File: config.mk
export PLATFORM = sky130hd
export DESIGN_NAME = tank_ctrl
export DESIGN_NICKNAME = d
export VERILOG_FILES = /design/src/rtl/tank_ctrl.sv
export SDC_FILE = /design/constraint.sdc
export NUM_CORES = 1
export LEC_CHECK = 0
export BUFFER_PORTS_ARGS = -buffer_cell sky130_fd_sc_hd__buf_4
export CORE_MARGIN = 10
export CORE_UTILIZATION = 53
export DETAILED_ROUTE_END_ITERATION = 10
export PLACE_DENSITY = 0.78
export SETUP_SLACK_MARGIN = 0.05
export SYNTH_ARGS = -nofsm -noshare
export SYNTH_HDL_FRONTEND = slang
export SYNTH_SLANG_ARGS = --single-unit
File: constraint.sdc
create_clock -name frame_clk -period 4.8 [get_ports frame_clk]
set_input_delay 0.24 -clock frame_clk [delete_from_list [all_inputs] [get_ports frame_clk]]
set_output_delay 0.24 -clock frame_clk [all_outputs]
set_load 0.005 [all_outputs]
File: src/rtl/tank_ctrl.sv
// tank_ctrl: per-player heading-based tank movement, fire cooldown and hit/respawn FSM.
// Define TANK_WRAP_EN to wrap positions at the playfield bounds instead of clamping.
module tank_ctrl #(
  parameter logic [7:0] KEY_ROT_L = 8'h04,
  parameter logic [7:0] KEY_ROT_R = 8'h07,
  parameter logic [7:0] KEY_BACK = 8'h16,
  parameter logic [7:0] KEY_FWD = 8'h1A,
  parameter logic [7:0] KEY_FIRE = 8'h2C,
  parameter int X_CENTER = 320,
  parameter int Y_CENTER = 240,
  parameter int X_MIN = 0,
  parameter int X_MAX = 639,
  parameter int Y_MIN = 0,
  parameter int Y_MAX = 479,
  parameter int SIZE = 10,
  parameter int FRAC_BITS = 6,
  parameter int ROT_DIV = 4,
  parameter int FIRE_COOLDOWN = 30,
  parameter int DEAD_FRAMES = 60
) (
  input logic frame_clk,
  input logic Reset_n,
  input logic hit,
  input logic [31:0] keycode,
  input logic [7:0] sin,
  input logic [7:0] cos,
  output logic [9:0] TankX,
  output logic [9:0] TankY,
  output logic [9:0] TankS,
  output logic [9:0] TankXStep,
  output logic [9:0] TankYStep,
  output logic ShootBullet,
  output logic [5:0] Angle,
  output logic Alive
);
  localparam int P = 12 + FRAC_BITS;
  localparam int AW = 10 + FRAC_BITS;
  localparam int DW = $clog2(DEAD_FRAMES + 1);
  localparam int CW = $clog2(FIRE_COOLDOWN + 1);
  localparam int RW = $clog2(ROT_DIV + 1);
  typedef enum logic [1:0] {ALIVE, DEAD, RESPAWN} state_t;
  function automatic logic pressed(input logic [31:0] kc, input logic [7:0] k);
    return kc[7:0] == k || kc[15:8] == k || kc[23:16] == k || kc[31:24] == k;
  endfunction
  // Returns {step, integer part, fraction}; two guard bits catch under/overflow.
  function automatic logic [AW+9:0] axis(input logic [9:0] oi, input logic [FRAC_BITS-1:0] of,
                                         input logic signed [P-1:0] d, input int lo, input int hi);
    logic signed [P-1:0] s, r, l, h;
    logic [9:0] ni;
    logic [FRAC_BITS-1:0] nf;
    s = $signed({2'b00, oi, of}) + d;
    r = s >>> FRAC_BITS;
    l = P'(lo);
    h = P'(hi);
`ifdef TANK_WRAP_EN
    ni = r < l ? h[9:0] : r > h ? l[9:0] : r[9:0];
    nf = s[FRAC_BITS-1:0];
    return {r[9:0] - oi, ni, nf};
`else
    ni = r < l ? l[9:0] : r > h ? h[9:0] : r[9:0];
    nf = (r < l || r > h) ? '0 : s[FRAC_BITS-1:0];
    return {ni - oi, ni, nf};
`endif
  endfunction
  state_t st, st_n;
  logic [DW-1:0] dc, dc_n;
  logic [CW-1:0] cd, cd_n;
  logic [RW-1:0] rc, rc_n;
  logic [FRAC_BITS-1:0] xf, yf, xf_n, yf_n;
  logic [9:0] xi_n, yi_n, xs_n, ys_n;
  logic [5:0] ang_n;
  logic sh_n, rl, rr, bk, fw, fi, one;
  logic signed [P-1:0] cx, cy, dx, dy;
  logic [AW+9:0] ux, uy;
  assign rl = pressed(keycode, KEY_ROT_L);
  assign rr = pressed(keycode, KEY_ROT_R);
  assign bk = pressed(keycode, KEY_BACK);
  assign fw = pressed(keycode, KEY_FWD);
  assign fi = pressed(keycode, KEY_FIRE);
  assign one = rl ^ rr;
  assign cx = {{(P-8){cos[7]}}, cos};
  assign cy = {{(P-8){sin[7]}}, sin};
  assign dx = fw & ~bk ? cx : bk & ~fw ? -cx : '0;
  assign dy = fw & ~bk ? cy : bk & ~fw ? -cy : '0;
  assign ux = axis(TankX, xf, dx, X_MIN + SIZE, X_MAX - SIZE);
  assign uy = axis(TankY, yf, dy, Y_MIN + SIZE, Y_MAX - SIZE);
  assign TankS = 10'(SIZE);
  assign Alive = st == ALIVE;
  always_comb begin
    st_n = st;
    dc_n = dc;
    cd_n = cd != '0 ? cd - 1'b1 : '0;
    rc_n = '0;
    ang_n = Angle;
    xi_n = TankX;
    xf_n = xf;
    yi_n = TankY;
    yf_n = yf;
    xs_n = '0;
    ys_n = '0;
    sh_n = 1'b0;
    case (st)
      ALIVE: begin
        if (hit) begin
          st_n = DEAD;
          dc_n = DW'(DEAD_FRAMES - 1);
        end else begin
          {xs_n, xi_n, xf_n} = ux;
          {ys_n, yi_n, yf_n} = uy;
          rc_n = !one || rc == RW'(ROT_DIV - 1) ? '0 : rc + 1'b1;
          ang_n = one && rc == '0 ? Angle + (rr ? 6'd1 : 6'd63) : Angle;
          if (fi && cd == '0) begin
            sh_n = 1'b1;
            cd_n = CW'(FIRE_COOLDOWN - 1);
          end
        end
      end
      DEAD: begin
        st_n = dc == '0 ? RESPAWN : DEAD;
        dc_n = dc == '0 ? dc : dc - 1'b1;
      end
      RESPAWN: begin
        st_n = ALIVE;
        xi_n = 10'(X_CENTER);
        yi_n = 10'(Y_CENTER);
        xf_n = '0;
        yf_n = '0;
        ang_n = '0;
        cd_n = '0;
      end
      default: st_n = ALIVE;
    endcase
  end
  always_ff @(posedge frame_clk or negedge Reset_n) begin
    if (!Reset_n) begin
      st <= ALIVE;
      dc <= '0;
      cd <= '0;
      rc <= '0;
      TankX <= 10'(X_CENTER);
      TankY <= 10'(Y_CENTER);
      xf <= '0;
      yf <= '0;
      TankXStep <= '0;
      TankYStep <= '0;
      ShootBullet <= 1'b0;
      Angle <= '0;
    end else begin
      st <= st_n;
      dc <= dc_n;
      cd <= cd_n;
      rc <= rc_n;
      TankX <= xi_n;
      TankY <= yi_n;
      xf <= xf_n;
      yf <= yf_n;
      TankXStep <= xs_n;
      TankYStep <= ys_n;
      ShootBullet <= sh_n;
      Angle <= ang_n;
    end
  end
endmodule

Yosys cells after proc, flatten, opt, wreduce, memory -nomap -nowiden. Cells that the tools add are included.

Add/sub/neg operators: 10. $mul: 0. Div/mod/pow operators: 0. Magnitude comparators: 4. Equality and inequality tests: 27. Shifts and indexed selects: 0. Multiplexer cells: 42. Bitwise operators: 5. Reductions and logical operators: 31.

Operator list (number): $mux 10 (10); $mux 18 (4); $eq 8x3->1 const B (8); $eq 8x5->1 const B (8); $mux 6 (9); $pmux 6 s2 (4); $pmux 10 s2 (2); $add 17x18->18 (2); $neg 18->18 (2); $eq 8x6->1 const B (4); $lt 12x5->1 const B (2); $sub 10x10->10 (2); $logic_or 1x1->1 (18); $mux 5 (3); $gt 12x10->1 const B (1); $gt 12x11->1 const B (1); $pmux 5 s2 (1); $mux 3 (3); $add 6x6->6 (1); $logic_not 6->1 (1); $ne 2x2->1 const B (3); $reduce_and 3->1 (2); $sub 6x1->6 const B (1); $logic_not 5->1 (1); 19 further kinds (26).

Bits in registers: 75. Bits in latches: 0. Bits in writable memories: 0. Memory bits (read-only): 0. Input port bits: 51. Logic and storage cells: 131. Memories kept: 0.

Logic depth before layout (Yosys ltp). Gate-level depths: netlist of the first run.

Depth in word-level cells: 15. Gate-level depth with buffers: 33. Mapped depth without buffers: 30.

Least setup slack after synthesis of the first run. Ideal clock, no wire load.

Kind: in2reg. From: input port keycode[5]. To: register TankXStep[8]. Data arrival time: 6.182 ns. Data required time: 4.668 ns. Path slack: -1.514 ns. Stages: 30. Cells stage by stage: nand4bb_1 -> or4_1 -> and4_1 -> nand2_1 -> clkbuf_1 -> clkbuf_1 -> a21oi_1 -> ha_1 -> fa_1 -> a211o_1 -> a21o_1 -> a311o_1 -> nand2_1 -> a21oi_1 -> or4_4 -> o31ai_4 -> buf_4 -> nand2b_1 -> ha_1 -> inv_1 -> fa_1 -> a21oi_1 -> nor2_1 -> nor2_1 -> o21bai_1 -> a21oi_1 -> o21bai_1 -> a21oi_1 -> xor2_1 -> nor2_1.

Cells in the longest elaborated chain, start to end: 15. Elaborated cells on any way between the ends: 22.

Ends and longest elaborated chain: start: declaration (line 24) `input logic [31:0] keycode,`; $eq 8x5->1 (line 43) `return kc[7:0] == k || kc[15:8] == k || kc[23:16] == k || kc[31:24] == k;`; $logic_or 1x1->1 (3 in a row) (line 43); $not 1->1 (line 83) `assign dx = fw & ~bk ? cx : bk & ~fw ? -cx : '0;`; $and 1x1->1 (line 83); $mux 18 (line 83); $mux 18 * (line 83); $add 17x18->18 * (line 51) `s = $signed({2'b00, oi, of}) + d;`; $gt 12x11->1 (line 60) `ni = r < l ? l[9:0] : r > h ? h[9:0] : r[9:0];`; $mux 10 (line 60); $mux 10 * (line 60); $sub 10x10->10 * (line 62) `return {ni - oi, ni, nf};`; $mux 10 * (line 104) `if (hit) begin`; $mux 10 * (line 102) `case (st)`; via xs_n[8] (line 70) `logic [9:0] xi_n, yi_n, xs_n, ys_n;`; end signal: assignment (line 157) `TankXStep <= xs_n;`; end: declaration (line 30) `output logic [9:0] TankXStep,`.

The timed path passes the listed nets; every way through them passes the cells marked *. A chain may end at the register's enable or synchronous reset.

Final worst setup path of the first run.
From: input port keycode[16]. To: register TankXStep[9].

Cells in the longest elaborated chain, start to end: 14. Elaborated cells on any way between the ends: 20.

Ends and longest elaborated chain (line): $eq 8x5->1 (43); $logic_or 1x1->1 (2 in a row) (43); $not 1->1 (83); $and 1x1->1 (83); $mux 18 (83); $mux 18 * (83); $add 17x18->18 * (51); $gt 12x11->1 (60); $mux 10 (60); $mux 10 * (60); $sub 10x10->10 * (62); $mux 10 * (104); $mux 10 * (102); via xs_n[9] (70).

Marked as above.

==> results.txt, run 1 <==
status: finished with violations
failing checks: negative setup slack
commonest non-fill, non-tap cell in the layout: buf_4
cell area after synthesis: 0.00687 sq mm
Post-synth top flop: dfrtp_1
vias in the first global route: 8,306
Internal Power: 1.38 mW
share of cells above drive strength 1: 44.0%
worst min-delay path class: primary input to asynchronous set/reset pin
multi-input logic area: 0.00537 sq mm
Final TNS setup: -10.79 ns
Max-Cap Viols: 0
Max Clock Freq: 0.169 GHz
Max Slew Vio Count: 0
final setup fails: 17
Clk pin slew, worst setup/hold paths: 0.08 ns
GRT Total Usage: 26.4%
core area: 0.0127 sq mm
Seq. cell area: 0.00188 sq mm
sw power: 673 uW
Comb power frac: 34.3%
r2r setup slk: -0.27 ns
Async SR Flop Fraction: 100%
first-pass GRT wire length: 39,600 um
CTS tree: yes
DRT Pass-1 Iters: 7
die height: 134 um
Clock Root Buffer: clkbuf_16
max_slew headroom: 31.4%
port bufs: 98
dpl hpwl: 16,400 um
Worst EP required: 5.02 ns
Tcrit/Tclk final: 123%
biggest cell delay along the critical path: 0.57 ns
CP max stage cell: or4_4
reg2reg path depth: 20
worst flop-to-flop path startpoint: xf[0]
Final Hold Viols: 0
routability cong.: 0.957
CTS sink count: 75
via count: 8,577
vias per cell: 6.36
DRC Markers: 0
Clk pwr share: 33.9%
switch share: 32.8%
I/O pin count: 109
Syn Area/Cell: 8.34 sq um
Inserted Clock Buffers: 9
Reg power frac: 31.8%
critical path peak fanout: 5
Overflow after GRT: 0
layout filler cell count: 660
DIE AREA: 0.0179 sq mm
WP data arrival: 6.12 ns
P per Cell Area: 191 mW/mm^2
Clock Path Buffers: 2
WS Path Type: primary input to flip-flop
fin nets: 1,295
post-place setup slack: -1.13 ns
YS warnings: 0
Site Rows: 41
Post-synth EDFFs: 0
Final Skew: 0.0134 ns
post-synth cell types: 84
Final WS setup: -1.11 ns
cell count after placement: 1,283
CP Launch Type: primary input
initial antenna violation count: 0
final cell count without fillers: 1,349
reg2reg end: TankXStep[9]
Worst VDD drop: 0.173 mV
Final Power: 2.05 mW
RSZ-0062 raised after global routing: yes
Ant. Diodes: 0
post-route cell area: 0.0108 sq mm
ANT nets after route: 0
Syn-to-layout area delta: 56.9%
Leak: 5.41 nW
largest net degree at the start of global routing: 76
DRT iter0 DRCs: 1,013
#FFs+latches synth: 75
post-synthesis cell count: 823
Routed WL: 28,700 um
Worst-Margin Slew: 1.02 ns
placed cell area: 0.00948 sq mm
Worst-Skew Late Latency: 0.37 ns
drt wl/cell: 21.3 um
Final Critical Period: 5.91 ns
crit end category: flip-flop
Core Util, Final: 85.0%
commonest cells after routing, fill and taps aside: buf_4, dfrtp_1, nor2_1
H-tree depth: 3
initial core utilization: 54.2%
sequential area share after synthesis: 27.4%
Die Wd: 134 um
Hold WS: 0.00785 ns
## routing by layer
layer	up-vias	wire length, um	GRT usage, %
li1	3688	-	-
met1	4039	10000	29.1
met2	645	14100	46.7
met3	205	2510	5.56
met4	0	2060	13.9
met5	-	0	0
## repair_timing
item                                    4_1_cts  5_1_grt
hold buffers                                  0        0
gates resized for setup                      57       72
pin swaps                                    47       40
endpoints found under the setup margin       16       18
setup buffers                                59       23
## worst max-delay path by stage
stage / startpoint / endpoint
2_1_floorplan: keycode[23] / TankXStep[8]
3_3_place_gp: keycode[5] / TankXStep[8]
3_5_place_dp: keycode[5] / TankXStep[9]
4_1_cts: keycode[21] / TankXStep[8]
5_1_grt: keycode[23] / TankXStep[9]
6_report: keycode[16] / TankXStep[9]
## cell type report
class                           instances  area share, %
Timing Repair Buffer                  361           25.8
Inverter                               62           2.16
Sequential cell                        75           17.5
Tap cell                              172           2.00
Multi-Input combinational cell        663           49.9
Clock buffer                            9           2.09
Clock inverter                          7          0.546
## cells in the mapped netlist (all sizes together), types with 5 or more instances
cell | instances | share of area [%]
nor2 | 75 | 4.1
dfrtp | 69 | 25
ha | 67 | 12
nand2 | 63 | 3.5
inv | 62 | 3.4
o21ai | 59 | 4.3
a21oi | 46 | 3.4
xnor2 | 31 | 4.0
nand3 | 26 | 2.0
nor3 | 25 | 2.1
buf | 19 | 1.8
nand4 | 19 | 1.8
a21o | 18 | 2.0
a22o | 18 | 2.3
nand2b | 17 | 1.5
xor2 | 17 | 2.2
or3 | 15 | 1.4
a211oi | 13 | 1.4
clkbuf | 12 | 0.66
o21a | 12 | 1.3
o31ai | 11 | 1.4
and3 | 8 | 0.73
nor4 | 8 | 0.73
nor2b | 7 | 0.64
dfstp | 6 | 2.3
nand4b | 6 | 0.77
and4 | 5 | 0.64
fa | 5 | 1.5
o21bai | 5 | 0.55
## power groups by stage
stage | clock network [mW] | logic (mW) | registers [mW]
detailed placement | 0 | 0.501 | 0.662
CTS | 0.674 | 0.600 | 0.650
finish | 0.696 | 0.704 | 0.652
global placement | 0 | 0.486 | 0.662
global route | 0.721 | 0.747 | 0.652
floorplan | 0 | 0.264 | 0.659
## worst max-delay path: cells and delay by family
kind,cells,cell delay (ns)
AOI/OAI and AO/OA,10,2.47
muxes,1,0.23
buffers and inverters,2,0.23
adders and majority gates,2,0.55
and+or+nand+nor,10,2.18
xor gates and xnor gates,1,0.20
## flip-flops by register name, indices dropped and copies added, names as in the netlist
register	flops
TankXStep	10
TankX	10
TankYStep	10
TankY	10
Angle	6
dc	6
xf	6
yf	6
cd	5
rc	3
st	2
ShootBullet	1
## logic make-up (layout without fill, tap and decap cells)
logic type,after synthesis,in the layout,synth area share (%)
flops,75,75,27.4
buf+inv,93,439,5.83
compound gates,227,227,22.9
other cells,2,10,0.109
fa+ha+maj,72,72,13.7
simple gates,301,301,23.2
xor+xnor,48,48,6.12
mux,5,5,0.747
Power figures use the tool's default switching activity.
==> inputs of run 2 (changes only) <==
--- a/config.mk
+++ b/config.mk
@@ -6,10 +6,12 @@
 export NUM_CORES = 1
 export LEC_CHECK = 0
 export BUFFER_PORTS_ARGS = -buffer_cell sky130_fd_sc_hd__buf_4
+export CELL_PAD_IN_SITES_DETAIL_PLACEMENT = 1
+export CELL_PAD_IN_SITES_GLOBAL_PLACEMENT = 1
 export CORE_MARGIN = 10
-export CORE_UTILIZATION = 53
+export CORE_UTILIZATION = 39
 export DETAILED_ROUTE_END_ITERATION = 10
-export PLACE_DENSITY = 0.78
+export PLACE_DENSITY = 0.79
 export SETUP_SLACK_MARGIN = 0.05
 export SYNTH_ARGS = -nofsm -noshare
 export SYNTH_HDL_FRONTEND = slang
==> run 2 against run 1 <==
Effect of this change: the flow still finishes with violations (negative setup slack); global-route usage up 4.1 points; count of clock-buffer cells in the layout up 1; critical path depth up 6; clock skew up 0.0033 ns; largest power group unchanged.
==> results.txt, run 2 (same netlist as run 1, synthesis figures left out) <==
status: finished with violations
failing checks: negative setup slack
Final Skew: 0.0167 ns (+0.00327 ns)
P per Cell Area: 195 mW/mm^2 (+2.3%)
Worst-Margin Slew: 1.08 ns (+0.0521 ns)
critical path peak fanout: 5 (unchanged)
initial antenna violation count: 0 (unchanged)
via count: 9,600 (+12%)
share of cells above drive strength 1: 51.0% (+7.0 points)
Worst VDD drop: 0.238 mV (+38%)
commonest non-fill, non-tap cell in the layout: buf_4
CTS tree: yes
crit end category: flip-flop
WP data arrival: 6.58 ns (+0.46 ns)
initial core utilization: 39.7% (-14 points)
switch share: 35.5% (+2.6 points)
Routed WL: 45,100 um (+57%)
Clock Root Buffer: clkbuf_16
DRT iter0 DRCs: 951 (-6.1%)
Ant. Diodes: 0 (unchanged)
CP max stage cell: nor4bb_2
Die Wd: 153 um (+14%)
ANT nets after route: 0 (unchanged)
final setup fails: 34 (+17)
Max-Cap Viols: 0 (unchanged)
vias in the first global route: 10,000 (+21%)
Leak: 5.66 nW (+4.6%)
crit path buf inv count: 5 (+3)
RSZ-0062 raised after global routing: yes
fin nets: 1,333 (+2.9%)
Internal Power: 1.45 mW (+5.4%)
worst min-delay path class: primary input to flip-flop
Final Hold Viols: 0 (unchanged)
Overflow after GRT: 0 (unchanged)
Final WS setup: -1.52 ns (-0.418 ns)
Hold WS: 0.0956 ns (+0.0877 ns)
Max Clock Freq: 0.158 GHz (-6.6%)
first-pass GRT wire length: 57,400 um (+45%)
core area: 0.0173 sq mm (+37%)
Inserted Clock Buffers: 9 (unchanged)
WS Path Type: primary input to flip-flop
vias per cell: 6.67 (+4.9%)
Worst EP required: 5.06 ns (+0.04 ns)
GRT Total Usage: 30.5% (+4.1 points)
Final Critical Period: 6.32 ns (+0.418 ns)
Comb power frac: 35.5% (+1.2 points)
CP Launch Type: primary input
die height: 153 um (+14%)
Clk pin slew, worst setup/hold paths: 0.07 ns (about the same)
Clock Path Buffers: 2 (unchanged)
Core Util, Final: 66.8% (-18 points)
commonest cells after routing, fill and taps aside: buf_4, dfrtp_1, nor2_1
Clk pwr share: 35.5% (+1.6 points)
Worst-Skew Late Latency: 0.39 ns (+0.02 ns)
dpl hpwl: 20,800 um (+27%)
port bufs: 98 (unchanged)
biggest cell delay along the critical path: 0.43 ns (-0.14 ns)
drt wl/cell: 31.4 um (+47%)
routability cong.: 0.911 (-4.8%)
CP top delay family: compound AO/OA/AOI/OAI gates
Site Rows: 48 (+17%)
DRC Markers: 0 (unchanged)
Tcrit/Tclk final: 132% (+8.7 points)
Syn-to-layout area delta: 68.2%
sw power: 798 uW (+18%)
DIE AREA: 0.0233 sq mm (+30%)
Final TNS setup: -17.51 ns (-6.71 ns)
I/O pin count: 109 (unchanged)
Final Power: 2.25 mW (+9.7%)
H-tree depth: 3 (unchanged)
Reg power frac: 29.0% (-2.8 points)
Max Slew Vio Count: 0 (unchanged)
CTS sink count: 75 (unchanged)
most frequent CP cell: buf_4
largest net degree at the start of global routing: 75 (-1.3%)
max_slew headroom: 28.3% (-3.1 points)
DRT Pass-1 Iters: 6 (-1)
[run 2: path summary, 6_finish.rpt]
path                             from           end  slack, ns  cells past startpoint
max in group asynchronous     Reset_n      Angle[4]       3.39                      3
min in group asynchronous     Reset_n         cd[2]       0.18                      2
max reg2reg                     xf[0]  TankXStep[8]      -0.69                     25
min                               hit         dc[2]        0.1                      2
min reg2reg                     rc[0]         rc[0]       0.48                      1
max                        keycode[8]  TankXStep[8]      -1.52                     32
[run 2: final cells by class]
cell class,instances,area [sq um]
Clock buffer,10,239
Clock inverter,6,71.3
Fill cell,1959,5750
Inverter,62,233
Multi-Input combinational cell,663,5750
Sequential cell,75,1880
Tap cell,225,282
Timing Repair Buffer,399,3090
[run 2: per-layer routing]
layer	routed length, um	track usage [%]	vias to the layer above
met5	0	0	-
met4	3960	22.3	0
met3	4470	6.66	338
met2	20900	53.0	856
met1	15800	31.7	4651
li1	-	-	3755
[run 2: worst register-to-register path, stage by stage (launching register included)]
cell and delay (ns):
dfrtp_1 0.47, ha_2 0.26, fa_2 0.38, a211o_1 0.33
a21o_1 0.21, buf_4 0.16, a22oi_2 0.22, buf_4 0.21
nand2_2 0.07, buf_4 0.15, o21ai_0 0.32, nand4_1 0.20
a21bo_4 0.28, nand2b_1 0.13, nand2b_4 0.08, buf_4 0.14
fa_2 0.37, a21oi_2 0.18, nor2_2 0.08, nor2_2 0.19
o21bai_2 0.10, a21oi_2 0.20, o21bai_1 0.10, a21oi_2 0.20
xor2_1 0.25, nor2_1 0.10
[run 2: metrics by stage]
step | cell area [sq um] | cells | setup WS (ns)
floorplan | 7140 | 831 | -0.922
global placement | 9690 | 1355 | -0.978
detailed placement | 9690 | 1355 | -1.22
CTS | 10800 | 1412 | -0.706
global route | 11500 | 1440 | -1.56
finish | 11500 | 1440 | -1.52
[run 2: power groups by stage]
stage | sequential [mW] | clock (mW) | combinational (mW)
3_3_place_gp | 0.662 | 0 | 0.501
6_report | 0.652 | 0.799 | 0.800
3_5_place_dp | 0.662 | 0 | 0.531
4_1_cts | 0.651 | 0.768 | 0.620
2_1_floorplan | 0.659 | 0 | 0.264
5_1_grt | 0.652 | 0.818 | 0.827
[run 2: repair_timing]
item	CTS	global route
pin swaps	58	53
resized for setup	99	129
setup endpoints to repair	24	48
hold buffers	1	0
setup buffers	40	34
endpoints found under the hold margin	1	0
